--- config.mk ---
export PLATFORM = sky130hd
export DESIGN_NAME = sseg_digit_scan
export DESIGN_NICKNAME = d
export VERILOG_FILES = /design/src/rtl/sseg_pkg.sv /design/src/rtl/sseg_digit_scan.sv
export SDC_FILE = /design/constraint.sdc
export NUM_CORES = 1
export LEC_CHECK = 0
export BUFFER_PORTS_ARGS = -buffer_cell sky130_fd_sc_hd__buf_2
export CORE_UTILIZATION = 55
export CTS_CLUSTER_SIZE = 30
export DETAILED_ROUTE_END_ITERATION = 12
export PLACE_DENSITY = 0.86
export SYNTH_ARGS = -nofsm -noshare
export SYNTH_HDL_FRONTEND = slang
export SYNTH_SLANG_ARGS = --single-unit
--- constraint.sdc ---
create_clock -name clk -period 5.96 [get_ports clk]
set_input_delay 0.894 -clock clk [delete_from_list [all_inputs] [get_ports clk]]
set_output_delay 0.894 -clock clk [all_outputs]
set_load 0.01 [all_outputs]
--- src/rtl/sseg_pkg.sv ---
// Shared types and constants for the 7-segment display path (scanner and bin_to_sseg).
package sseg_pkg;

  localparam int SEG_W = 7;
  localparam int NIB_W = 4;

  typedef enum logic {
    ST_DEAD = 1'b0,
    ST_SHOW = 1'b1
  } state_t;

  // Inactive digit-select pattern: all ones when selects are active-low, else all zeros.
  function automatic logic [31:0] sel_off(input int n, input bit active_low);
    logic [31:0] r;
    r = '0;
    if (active_low) begin
      for (int i = 0; i < 32; i++) begin
        if (i < n) r[i] = 1'b1;
      end
    end
    return r;
  endfunction

endpackage

--- src/rtl/sseg_digit_scan.sv ---
// Time-multiplexed N-digit 7-segment scanner: dead time then show per digit slot,
// frame-coherent shadow update and optional leading-zero blanking.
module sseg_digit_scan
  import sseg_pkg::*;
#(
  parameter int N_DIGITS       = 4,
  parameter int CLK_HZ         = 50_000_000,
  parameter int SLOT_HZ        = 4000,
  parameter int BLANK_CYCLES   = 500,
  parameter int SEL_ACTIVE_LOW = 1
) (
  input  logic                      clk,
  input  logic                      reset,
  input  logic [NIB_W*N_DIGITS-1:0] value,
  input  logic [N_DIGITS-1:0]       dp_in,
  input  logic                      load,
  input  logic                      lz_en,
  output logic [NIB_W-1:0]          bin,
  output logic                      dp,
  output logic                      blank,
  output logic [N_DIGITS-1:0]       dig_sel,
  output state_t                    scan_state
);

  localparam int DIV   = CLK_HZ / SLOT_HZ;
  localparam int CNT_W = (DIV > 2) ? $clog2(DIV) : 1;
  localparam int IDX_W = (N_DIGITS > 1) ? $clog2(N_DIGITS) : 1;

  localparam logic [CNT_W-1:0]    DEAD_END  = CNT_W'(BLANK_CYCLES - 1);
  localparam logic [CNT_W-1:0]    SHOW_END  = CNT_W'(DIV - BLANK_CYCLES - 1);
  localparam logic [IDX_W-1:0]    LAST_IDX  = IDX_W'(N_DIGITS - 1);
  localparam logic [31:0]         SEL_OFF_W = sel_off(N_DIGITS, SEL_ACTIVE_LOW != 0);
  localparam logic [N_DIGITS-1:0] SEL_OFF   = SEL_OFF_W[N_DIGITS-1:0];

  if (!(BLANK_CYCLES > 0 && BLANK_CYCLES < DIV - 1)) begin : g_bad_blank
    $error("sseg_digit_scan: BLANK_CYCLES must satisfy 0 < BLANK_CYCLES < DIV-1");
  end

  state_t                    state, state_next;
  logic [CNT_W-1:0]          cnt, cnt_next;
  logic [IDX_W-1:0]          idx, idx_next;
  logic                      frame_wrap;

  logic [NIB_W*N_DIGITS-1:0] pend_v, shadow_v, shadow_v_next;
  logic [N_DIGITS-1:0]       pend_dp, shadow_dp, shadow_dp_next;
  logic                      pend_flag;
  logic                      copy;

  logic [N_DIGITS-1:0]       suppress_vec;
  logic                      upper_zero;
  logic                      sup;
  logic [N_DIGITS-1:0]       onehot;

  assign scan_state = state;

  always_ff @(posedge clk or posedge reset) begin
    if (reset) begin
      state <= ST_DEAD;
      cnt   <= '0;
      idx   <= '0;
    end else begin
      state <= state_next;
      cnt   <= cnt_next;
      idx   <= idx_next;
    end
  end

  always_comb begin
    state_next = state;
    cnt_next   = cnt + 1'b1;
    idx_next   = idx;
    frame_wrap = 1'b0;
    case (state)
      ST_DEAD: begin
        if (cnt == DEAD_END) begin
          state_next = ST_SHOW;
          cnt_next   = '0;
        end
      end
      ST_SHOW: begin
        if (cnt == SHOW_END) begin
          state_next = ST_DEAD;
          cnt_next   = '0;
          if (idx == LAST_IDX) begin
            idx_next   = '0;
            frame_wrap = 1'b1;
          end else begin
            idx_next = idx + 1'b1;
          end
        end
      end
      default: begin
        state_next = ST_DEAD;
        cnt_next   = '0;
      end
    endcase
  end

  // The shadow only changes at a frame boundary, so a frame never mixes two loads.
  always_comb begin
    copy           = frame_wrap && pend_flag;
    shadow_v_next  = copy ? pend_v  : shadow_v;
    shadow_dp_next = copy ? pend_dp : shadow_dp;
  end

  // A digit is a leading zero when it and every more-significant digit show 0 with no dp.
  always_comb begin
    upper_zero   = 1'b1;
    suppress_vec = '0;
    for (int i = N_DIGITS - 1; i >= 0; i--) begin
      upper_zero = upper_zero && (shadow_v[i*NIB_W +: NIB_W] == '0) && !shadow_dp[i];
      if (i > 0) suppress_vec[i] = upper_zero;
    end
    sup    = lz_en && suppress_vec[idx];
    onehot = N_DIGITS'(1) << idx;
  end

  always_ff @(posedge clk or posedge reset) begin
    if (reset) begin
      pend_v    <= '0;
      pend_dp   <= '0;
      pend_flag <= 1'b0;
      shadow_v  <= '0;
      shadow_dp <= '0;
    end else begin
      shadow_v  <= shadow_v_next;
      shadow_dp <= shadow_dp_next;
      if (load) begin
        pend_v    <= value;
        pend_dp   <= dp_in;
        pend_flag <= 1'b1;
      end else if (copy) begin
        pend_flag <= 1'b0;
      end
    end
  end

  // bin/dp move only on entry to DEAD, so they settle a full dead time before select.
  always_ff @(posedge clk or posedge reset) begin
    if (reset) begin
      bin     <= '0;
      dp      <= 1'b0;
      blank   <= 1'b1;
      dig_sel <= SEL_OFF;
    end else begin
      if (state == ST_DEAD && state_next == ST_SHOW) begin
        blank   <= sup;
        dig_sel <= sup ? SEL_OFF : (SEL_OFF ^ onehot);
      end else if (state == ST_SHOW && state_next == ST_DEAD) begin
        blank   <= 1'b1;
        dig_sel <= SEL_OFF;
        bin     <= shadow_v_next[idx_next*NIB_W +: NIB_W];
        dp      <= shadow_dp_next[idx_next];
      end
    end
  end

endmodule
# --- After elaboration in Yosys (flattened, before gate mapping) ---
# Index checks and enable logic that the tools add are counted.
classes:
  eq_ne: 3
  bitwise: 4
  n_reduce_logical: 18
  n_lt_le_gt_ge: 2
  shift: 2
  muxes: 25
  addsub: 2
op_table:
  columns: ["cell", "count"]
  rows:
  - ["14-bit 2-to-1 mux", 2]
  - ["14-bit one-hot mux with 2 select lines", 1]
  - ["16-bit 2-to-1 mux", 1]
  - ["4-bit 2-to-1 mux", 4]
  - ["16-bit by 5-bit variable part select with 4-bit output", 1]
  - ["14-bit by 1-bit adder with 14-bit output (second input constant)", 1]
  - ["14-bit == test (second input constant)", 1]
  - ["14-bit by 9-bit == test with 1-bit output (second input constant)", 1]
  - ["4-bit logical NOT", 3]
  - ["1-bit 2-to-1 mux", 11]
  - ["1-bit logical AND", 9]
  - ["2-bit by 3-bit < comparator with 1-bit output (second input constant)", 2]
  - ["2-bit 2-to-1 mux", 3]
  - ["1-bit binary-select mux with 2-bit select", 2]
  - ["4-bit NOT", 1]
  - ["2-bit nonzero test", 2]
  - ["1-bit by 2-bit << shifter with 4-bit output (first input constant)", 1]
  - ["1-bit logical NOT", 3]
  - ["1-bit NOT", 3]
  - ["2-bit by 1-bit adder with 2-bit output (second input constant)", 1]
  - ["2-bit == test (second input constant)", 1]
  - ["1-bit one-hot mux with 2 select lines", 1]
  - ["2-bit AND reduction", 1]
totals:
  ff_bits: 68
  input_bits: 24

# --- Longest topological paths before layout ---
# Gate-level depths: netlist of run 1.
depth:
  ltp_word: 11
  depth_mapped: 8
  ltp_nobuf: 6

# --- Worst setup path after synthesis of run 1 ---
# OpenSTA, ideal clock, no wires.
synth_path:
  kind: "input-to-reg"
  startpoint: "input lz_en"
  endpoint: "register dig_sel[1]"
  arrival_time_ns: 1.956
  cell_stages: 3
  setup_slack_ns: 3.926
  required_time_ns: 5.883
  cell_sequence: "or4b_2 -> a2111o_1 -> a31oi_1"
synth_via:
  elab_chain_len: 3
synth_rtl:
  columns: ["element", "line", "rtl"]
  rows:
  - ["start, declared", "sseg_digit_scan.sv:17", "input logic lz_en,"]
  - ["1-bit logical AND", "sseg_digit_scan.sv:114", "sup = lz_en && suppress_vec[idx];"]
  - ["4-bit 2-to-1 mux", "sseg_digit_scan.sv:148", "dig_sel <= sup ? SEL_OFF : (SEL_OFF ^ onehot);"]
  - ["4-bit 2-to-1 mux", "sseg_digit_scan.sv:146", "if (state == ST_DEAD && state_next == ST_SHOW) begin"]
  - ["end signal, assigned", "sseg_digit_scan.sv:148", null]
  - ["end, declared", "sseg_digit_scan.sv:21", "output logic [N_DIGITS-1:0] dig_sel,"]
# Every way passes these cells.
# A chain may end at the register's enable or synchronous reset.

# --- Final worst setup path of run 1 ---
layout_path:
  startpoint: "register cnt[0]"
  endpoint: "register bin[2]"
layout_via:
  elab_chain_len: 6
  word_cells_on_any_way: 17
  classes_between: "2 x eq/ne; 1 x shift; 8 x mux; 2 x bitwise; 4 x reduce/logical"
layout_rtl:
  columns: ["element", "line", "rtl"]
  rows:
  - ["start, declared", "sseg_digit_scan.sv:40", "logic [CNT_W-1:0] cnt, cnt_next;"]
  - ["start signal, assigned", "sseg_digit_scan.sv:63", "cnt <= cnt_next;"]
  - ["14-bit == test / 14-bit by 9-bit == test with 1-bit output (equally long branches)", "sseg_digit_scan.sv:81, sseg_digit_scan.sv:75", null]
  - ["1-bit 2-to-1 mux (on tied branches)", "sseg_digit_scan.sv:81, sseg_digit_scan.sv:75", null]
  - ["1-bit 2-to-1 mux / 1-bit one-hot mux with 2 select lines (equally long branches)", "sseg_digit_scan.sv:73", "case (state)"]
  - ["1-bit logical AND (tied with other cells)", "sseg_digit_scan.sv:101", "copy = frame_wrap && pend_flag;"]
  - ["16-bit 2-to-1 mux (tied with other cells)", "sseg_digit_scan.sv:102", "shadow_v_next = copy ? pend_v : shadow_v;"]
  - ["16-bit by 5-bit variable part select with 4-bit output / 2-bit AND reduction (equally long branches)", null, null]
  - ["end signal, assigned", "sseg_digit_scan.sv:152", "bin <= shadow_v_next[idx_next*NIB_W +: NIB_W];"]
  - ["end, declared", "sseg_digit_scan.sv:18", "output logic [NIB_W-1:0] bin,"]
# Parallel ways exist; a longest one is shown, timed or not.

==> impl_metrics.toml, run 1 <==
[clock_tree]
htreeDepth = 3
insertion_delay_ps = 340
cts_sinks = 68
clockRootBuffer = "clkbuf_8"
cts_tree = "done"
clk_pin_slew_ps = 60
cts-hold-fix-buffers = 0
cts_setup_buffers = 0
post_cts_resized = 0
clockBufferDepth = 2
numCtsBuffers = 9

[synthesis]
avgSynthCellArea_um2 = 11.6
yosysUniqueCellTypes = 40
synth_most_common_cell = "dfrtp_1"
synthArstFlopShare_pct = 100
yosys_warnings = 0
yosys.area.top_type = "dfrtp_1"
synth-seq-area-share_pct = 55.0
synth_area_leaders = "dfrtp_1 (51%), mux2_2 (7.2%), mux2i_1 (4.8%)"
netlist_instances = 267
synth_nets = 296
synth-seq-cells = 68
synthFlopType = "dfrtp_1"
synth-edff-count = 0
synth_top_area_share_pct = 50.7
netlist_top_cells_count = "dfrtp_1 (63), nor2_1 (32), mux2_2 (20), mux2i_1 (15), nand2_1 (13)"
synth_area_um2 = 3110

[grt]
grt_overflow_total = 0
antenna_found_initial = 0
first_global_vias = 2174
met3_usage_pct = 5.60
grtUsageMet1_pct = 30.5
gr-usage-met2_pct = 33.3
grtUsageTotal_pct = 22.4
grt_max_degree = 69
grt_pass1_wl_um = 10200
busiest_layer = "met2"

[layout]
n_fill_cell = 427
nNetsFinal = 331
multi_input_comb_area_um2 = 1300
n_antenna_cell = 0
final_core_util_pct = 66.8
regArea_um2 = 1710
drive_above_1_share_pct = 28.0
syn2layout_area_growth_pct = 13.3

[worst_setup_path]
regToRegEndpoint = "bin[2]"
end_kind = "register"
start_kind = "register"
worstPathCellList = "ha_1, and4_4, nand4_4, nor3_2, nand2_1, o311ai_1"
rrSetupSlack_ps = 3270
path_class = "reg -> reg"
cpMaxStageDelayCell = "nor3_2"
reg2reg_from = "cnt[0]"
critical_path.max_stage_delay_ps = 860
crit_arrival_ps = 2920
path_max_fanout = 14
ff2ff_path_depth = 6
cp.required_ps = 6190

[power_and_ir_drop]
p_int_uw = 706
swShare_pct = 21.3
p_comb_share_pct = 3.8
switching_power_uw = 191
p_clk_share_pct = 42.4
max-vdd-ir-drop_mv = 0.183
p_leak_uw = 0.00171
power_uw = 898
p_seq_share_pct = 53.8
power_density_nw_per_um2 = 255

[routing]
vias = 2213
postRouteAntennaNets = 0
wire_per_inst_um = 15.9
via_per_inst = 5.87
drtPass1Iterations = 6
wl_um = 6010
drt_iter0_drc = 254
drc = 0

[timing]
slew_viol_final = 0
tightest_slew_ps = 1020
worst_slack_ps = 3270
fin_hold_ws_ps = 487
rsz0062_at_grt = "false"
final-setup-viol-count = 0
clock_skew_ps = 8.18
fin_crit_ps = 2690
relSlewSlack_pct = 31.9
fmax_ghz = 0.372
timing.final.crit_share_pct = 45.1
tns_ps = 0
hold_viol = 0

[hold_path]
whs_endpoint = "cnt[0]"
hold_path_class = "reg -> reg"
whs_path_depth = 1
hp-start = "cnt[0]"

[floorplan]
core_area_um2 = 5270
boundaryPins = 35
die_x_um = 77.2
start_util_pct = 59.0
placementRows = 26
die_area_um2 = 5950
die_h_um = 77.2

[placed_design]
hpwl_um = 4080
gp_congestion = 0.840
portBuffers = 34
place_ws_ps = 3340

[job]
cap_violations = 0

[status]
status = "complete, no violations"
==> routing by layer <==
layer	vias up	share of wire [%]
met4	0	2.6
met1	1093	46
met2	85	46
met5	-	0
li1	1015	-
met3	20	5.7
==> critical path, delay by kind of cell, from the launching register on <==
kind	cells	cell delay, ps
AO/OA/AOI/OAI	1	350
adder cells (fa/ha/maj)	1	260
flip-flops	1	390
AND/OR/NAND/NOR	4	1580
==> power groups by stage <==
stage               Combinational [µW]  Clock [µW]  Sequential (µW)
floorplan                         23.5           0              488
global placement                  34.1           0              490
detailed placement                35.4           0              491
CTS                               35.6         389              482
global route                      39.1         401              484
finish                            34.5         381              483
==> cells in the final DEF, fill, tap and decap left out, drive strengths merged, types with 11 or more instances in the layout <==
master and n:
buf 35, clkbuf 11, dfrtp 63, inv 11
mux2 30, mux2i 15, nand2 14, nand3 12
nor2 33
==> cells by family (layout without fill, tap and decap cells) <==
logic type	count (synthesis)	count (layout)	synth area share (%)
AO/OA/AOI/OAI	28	28	6.40
XOR/XNOR	12	12	3.38
adder cells (fa/ha/maj)	5	5	2.01
buffers and inverters	22	62	3.06
flip-flops	68	68	55.0
multiplexers	45	45	15.7
AND/OR/NAND/NOR	87	87	14.5
==> per-stage QoR <==
step	cells	cell area [µm²]
floorplan	267	3110
global placement	361	3320
detailed placement	361	3320
CTS	377	3520
global route	377	3520
finish	377	3520
==> worst max path at each step <==
stage	from	to	slack, ps	depth (start not counted)
floorplan	reset	bin[0]	3360	1
global route	cnt[0]	bin[2]	3060	6
finish	cnt[0]	bin[2]	3270	6
detailed placement	cnt[0]	dp	3340	6
CTS	cnt[0]	bin[2]	3300	6
global placement	cnt[0]	dp	3490	6
==> state kept, by name, indices dropped and copies added, names as in the netlist, 2 cells and up <==
signal / count
pend_v: 16
shadow_v: 16
cnt: 14
bin: 4
dig_sel: 4
pend_dp: 4
shadow_dp: 4
idx: 2
==> final cells by class <==
type / count / area share [%]
Clock buffer: 11 / 4.30
Clock inverter: 5 / 1.42
Inverter: 11 / 1.17
Multi-Input combinational cell: 177 / 37.0
Sequential cell: 68 / 48.5
Tap cell: 70 / 2.49
Timing Repair Buffer: 35 / 5.05
No activity file was read; power rests on OpenSTA's default activity.
==> run 2: changes to the inputs <==
--- a/config.mk
+++ b/config.mk
@@ -6,10 +6,10 @@
 export NUM_CORES = 1
 export LEC_CHECK = 0
 export BUFFER_PORTS_ARGS = -buffer_cell sky130_fd_sc_hd__buf_2
-export CORE_UTILIZATION = 55
+export CORE_UTILIZATION = 52
 export CTS_CLUSTER_SIZE = 30
 export DETAILED_ROUTE_END_ITERATION = 12
-export PLACE_DENSITY = 0.86
+export PLACE_DENSITY = 0.85
 export SYNTH_ARGS = -nofsm -noshare
 export SYNTH_HDL_FRONTEND = slang
 export SYNTH_SLANG_ARGS = --single-unit
==> constraint.sdc (replaced) <==
create_clock -name clk -period 2.3 [get_ports clk]
set_input_delay 0.345 -clock clk [delete_from_list [all_inputs] [get_ports clk]]
set_output_delay 0.345 -clock clk [all_outputs]
set_load 0.01 [all_outputs]
==> impl_metrics.toml, run 2 (synthesis results as in run 1) <==
[floorplan]
boundaryPins = 35
die_h_um = 79.3
core_area_um2 = 5640
die_x_um = 79.3
die_area_um2 = 6290
start_util_pct = 55.1
placementRows = 27

[grt]
gr-usage-met2_pct = 36.6
antenna_found_initial = 0
busiest_layer = "met2"
grtUsageTotal_pct = 22.4
grtUsageMet1_pct = 28.2
grt_pass1_wl_um = 10500
met3_usage_pct = 4.37
grt_max_degree = 69
grt_overflow_total = 0
first_global_vias = 2249

[worst_setup_path]
timing.critical_path.from = "cnt[0]"
crit_arrival_ps = 2390
path_max_fanout = 15
end_kind = "register"
start_kind = "register"
endpoint = "bin[3]"
reg2reg_from = "cnt[0]"
regToRegEndpoint = "bin[3]"
cp.required_ps = 2530
rrSetupSlack_ps = 140
path_class = "reg -> reg"
ff2ff_path_depth = 6

[timing]
slew_viol_final = 0
tns_ps = 0
final-setup-viol-count = 0
fmax_ghz = 0.463
clock_skew_ps = 6.49
relSlewSlack_pct = 65.8
fin_crit_ps = 2160
hold_viol = 0
rsz0062_at_grt = "false"
tightest_slew_ps = 513
timing.final.crit_share_pct = 94.0

[clock_tree]
htreeDepth = 3
cts_setup_buffers = 0
cts_sinks = 68
clk_pin_slew_ps = 80
insertion_delay_ps = 350
numCtsBuffers = 9
clockRootBuffer = "clkbuf_8"
cts_tree = "done"
clockBufferDepth = 2

[layout]
drive_above_1_share_pct = 29.5
regArea_um2 = 1710
n_antenna_cell = 0
final_common_cell = "dfrtp_1"
syn2layout_area_growth_pct = 16.8
most-common-layout-cells = "dfrtp_1 (63), buf_2 (34), nor2_1 (32)"
multi_input_comb_area_um2 = 1320
top_regs = "pend_v (16), shadow_v (16), cnt (14)"
finalInstanceArea_um2 = 3630
nNetsFinal = 336
n_fill_cell = 425

[placed_design]
portBuffers = 34
gp_congestion = 0.814
hpwl_um = 4200
place_area_um2 = 3370

[routing]
wl_um = 6170
drc = 0
postRouteAntennaNets = 0
vias = 2190
wire_per_inst_um = 16.1
via_per_inst = 5.70
drtPass1Iterations = 6
drt_iter0_drc = 133

[status]
status = "complete, no violations"

[power_and_ir_drop]
p_leak_uw = 0.00176
power_density_nw_per_um2 = 701
max-vdd-ir-drop_mv = 0.543

[job]
cap_violations = 0

[hold_path]
hold_path_class = "in -> async"
## run 2: worst max-delay path, cell delays in order (launching register included)
cell      delay [ps]
dfrtp_1          390
ha_1             260
and4_4           290
and4_1           240
nand2_2          270
mux2i_1          230
o311ai_1         360
## run 2: layout make-up
type / count / share of cell area [%]
clock buffer: 9 / 3.41
clock inverter: 7 / 3.38
inverter: 11 / 1.14
multi-input combinational: 177 / 36.2
sequential: 68 / 47.1
tap: 72 / 2.48
timing repair buffer: 40 / 6.28
## run 2: how the worst min path moves through the flow
stage,start,to
3_5_place_dp,reset,pend_v[0]
4_1_cts,reset,pend_v[0]
3_3_place_gp,reset,pend_v[0]
5_1_grt,reset,shadow_v[0]
6_report,reset,pend_dp[2]
2_1_floorplan,pend_flag,pend_flag
## run 2: what timing repair did
item / in CTS / in global routing
resized for setup: 0 / 2
endpoints found under the setup margin: 0 / 4
hold buffers: 0 / 0
## run 2: where the power goes
part / internal (µW) / switching [µW]
Sequential: 1230 / 16.9
Combinational: 49.7 / 41.9
Clock: 725 / 480
Total: 2010 / 539
## run 2: through the flow
stage	worst slack, ps	hold slack (ps)	power [µW]	util (%)	cells
floorplan	252	450	1330	-	267
global placement	192	439	1360	59.7	368
detailed placement	126	442	1370	59.7	368
CTS	80.3	68.6	2560	64.1	384
global route	5.57	91.1	2620	64.3	384
finish	138	55.7	2540	64.3	384
## run 2: routing by layer
metal	wire [µm]	vias to the layer above
met4	144	0
met3	283	14
met2	3110	75
li1	-	1017
met5	0	-
met1	2640	1084
==> run 3: changes to the inputs <==
--- a/config.mk
+++ b/config.mk
@@ -6,10 +6,11 @@
 export NUM_CORES = 1
 export LEC_CHECK = 0
 export BUFFER_PORTS_ARGS = -buffer_cell sky130_fd_sc_hd__buf_2
-export CORE_UTILIZATION = 52
+export CORE_UTILIZATION = 54
+export CTS_BUF_LIST = sky130_fd_sc_hd__clkbuf_8
 export CTS_CLUSTER_SIZE = 30
 export DETAILED_ROUTE_END_ITERATION = 12
-export PLACE_DENSITY = 0.85
+export PLACE_DENSITY = 0.87
 export SYNTH_ARGS = -nofsm -noshare
 export SYNTH_HDL_FRONTEND = slang
 export SYNTH_SLANG_ARGS = --single-unit
==> impl_metrics.toml, run 3 (synthesis results as in run 1) <==
[status]
status = "complete, no violations"

[placed_design]
hpwl_um = 4250
gp_congestion = 0.819
portBuffers = 34
dp_cells = 368

[layout]
nNetsFinal = 336
n_fill_cell = 434
drive_above_1_share_pct = 29.5
instances_no_fill = 384
final_common_cell = "dfrtp_1"
final_core_util_pct = 64.5
most-common-layout-cells = "dfrtp_1 (63), buf_2 (34), nor2_1 (32)"
n_antenna_cell = 0
syn2layout_area_growth_pct = 15.1
top_regs = "pend_v (16), shadow_v (16), cnt (14)"

[grt]
antenna_found_initial = 0
grt_max_degree = 69
grt_pass1_wl_um = 10100
first_global_vias = 2109
grtUsageTotal_pct = 22.2
grt_overflow_total = 0

[timing]
tns_ps = 0
final-setup-viol-count = 0
rsz0062_at_grt = "false"
relSlewSlack_pct = 67.3
timing.final.crit_share_pct = 92.3
clock_skew_ps = 12.9
fmax_ghz = 0.471
slew_viol_final = 0
tightest_slew_ps = 491
fin_crit_ps = 2120
fin_hold_ws_ps = 54.0
hold_viol = 0

[clock_tree]
numCtsBuffers = 9
cts_sinks = 68
htreeDepth = 3
clockRootBuffer = "clkbuf_8"
cts_tree = "done"
insertion_delay_ps = 350
clk_pin_slew_ps = 70
cts_setup_buffers = 0
clockBufferDepth = 2

[worst_setup_path]
start_kind = "register"
critPathBufInv = 0
worstPathCellList = "ha_1, and4_4, nand4_4, or3_4, a2111o_1, o311ai_1"
end_kind = "register"
path_max_fanout = 8
reg2reg_from = "cnt[0]"
cpMaxStageDelayCell = "or3_4"
crit_arrival_ps = 2370
path_class = "reg -> reg"
timing.critical_path.from = "cnt[0]"
cp_top_family = "simple AND/OR/NAND/NOR gates"
cp.required_ps = 2550
critical_path.max_stage_delay_ps = 480

[routing]
vias = 2130
wire_per_inst_um = 15.9
wl_um = 6100
postRouteAntennaNets = 0
drtPass1Iterations = 4
drt_iter0_drc = 119
drc = 0
via_per_inst = 5.55

[floorplan]
die_h_um = 77.9
core_area_um2 = 5540
die_area_um2 = 6060
start_util_pct = 56.1
placementRows = 27
boundaryPins = 35
die_x_um = 77.9

[hold_path]
hold_path_class = "in -> async"

[job]
cap_violations = 0

[power_and_ir_drop]
max-vdd-ir-drop_mv = 0.494
power_density_nw_per_um2 = 648
p_leak_uw = 0.00172
power_uw = 2320
-- run 3: cell count changes in the layout (fill, tap and decap cells not counted) --
cell        delta
bufinv_16      -2
clkinv_2       +1
clkinvlp_4     +1
nor3_2         +1
nor3_4         -1
-- run 3: worst reg2reg max path, cell delays in order (launching register included) --
cell	delay [ps]
dfrtp_1	390
ha_1	260
and4_4	290
nand4_4	150
or3_4	480
a2111o_1	370
o311ai_1	90
-- run 3: area by class of cell --
class                           count  area [µm²]  share of cell area, %
Inverter                           11        41.3                   1.16
Tap cell                           72        90.1                   2.52
Timing Repair Buffer               40         228                   6.37
Multi-Input combinational cell    177        1310                   36.6
Sequential cell                    68        1710                   47.8
Clock inverter                      7        75.1                   2.10
Clock buffer                        9         124                   3.47
-- run 3: where the power goes --
group	internal (µW)	switching, µW
Sequential	1230	20.0
Combinational	49.7	43.8
Clock	503	468
Total	1780	532
-- run 3: path summary, 6_finish.rpt --
check / cells after the start / slack, ps / endpoint
min in group clk: 2 / 220 / pend_v[12]
max reg2reg: 6 / 180 / bin[3]
max in group asynchronous: 3 / 1900 / dig_sel[0]
max: 6 / 180 / bin[3]
min: 3 / 50 / shadow_v[0]
min reg2reg: 1 / 490 / pend_flag
-- run 3: timing repair --
item                                    in CTS  in global routing
resized for setup                            0                  1
endpoints found under the setup margin       0                  3
hold buffers                                 0                  0
endpoints found under the hold margin        0                  0
-- run 3: metrics by stage --
stage / worst slack (ps) / area, µm²
floorplan: 252 / 3110
global placement: 195 / 3370
detailed placement: 111 / 3370
CTS: 97.2 / 3570
global route: 28.3 / 3570
finish: 177 / 3570
-- run 3: metal layers --
| metal | vias to the layer above | global-route usage (%) | wire length, µm |
|---|---|---|---|
| met1 | 1041 | 29.9 | 2830 |
| met5 | - | 0 | 0 |
| li1 | 1023 | - | - |
| met2 | 58 | 33.6 | 2930 |
| met3 | 8 | 6.35 | 249 |
| met4 | 0 | 9.62 | 83 |
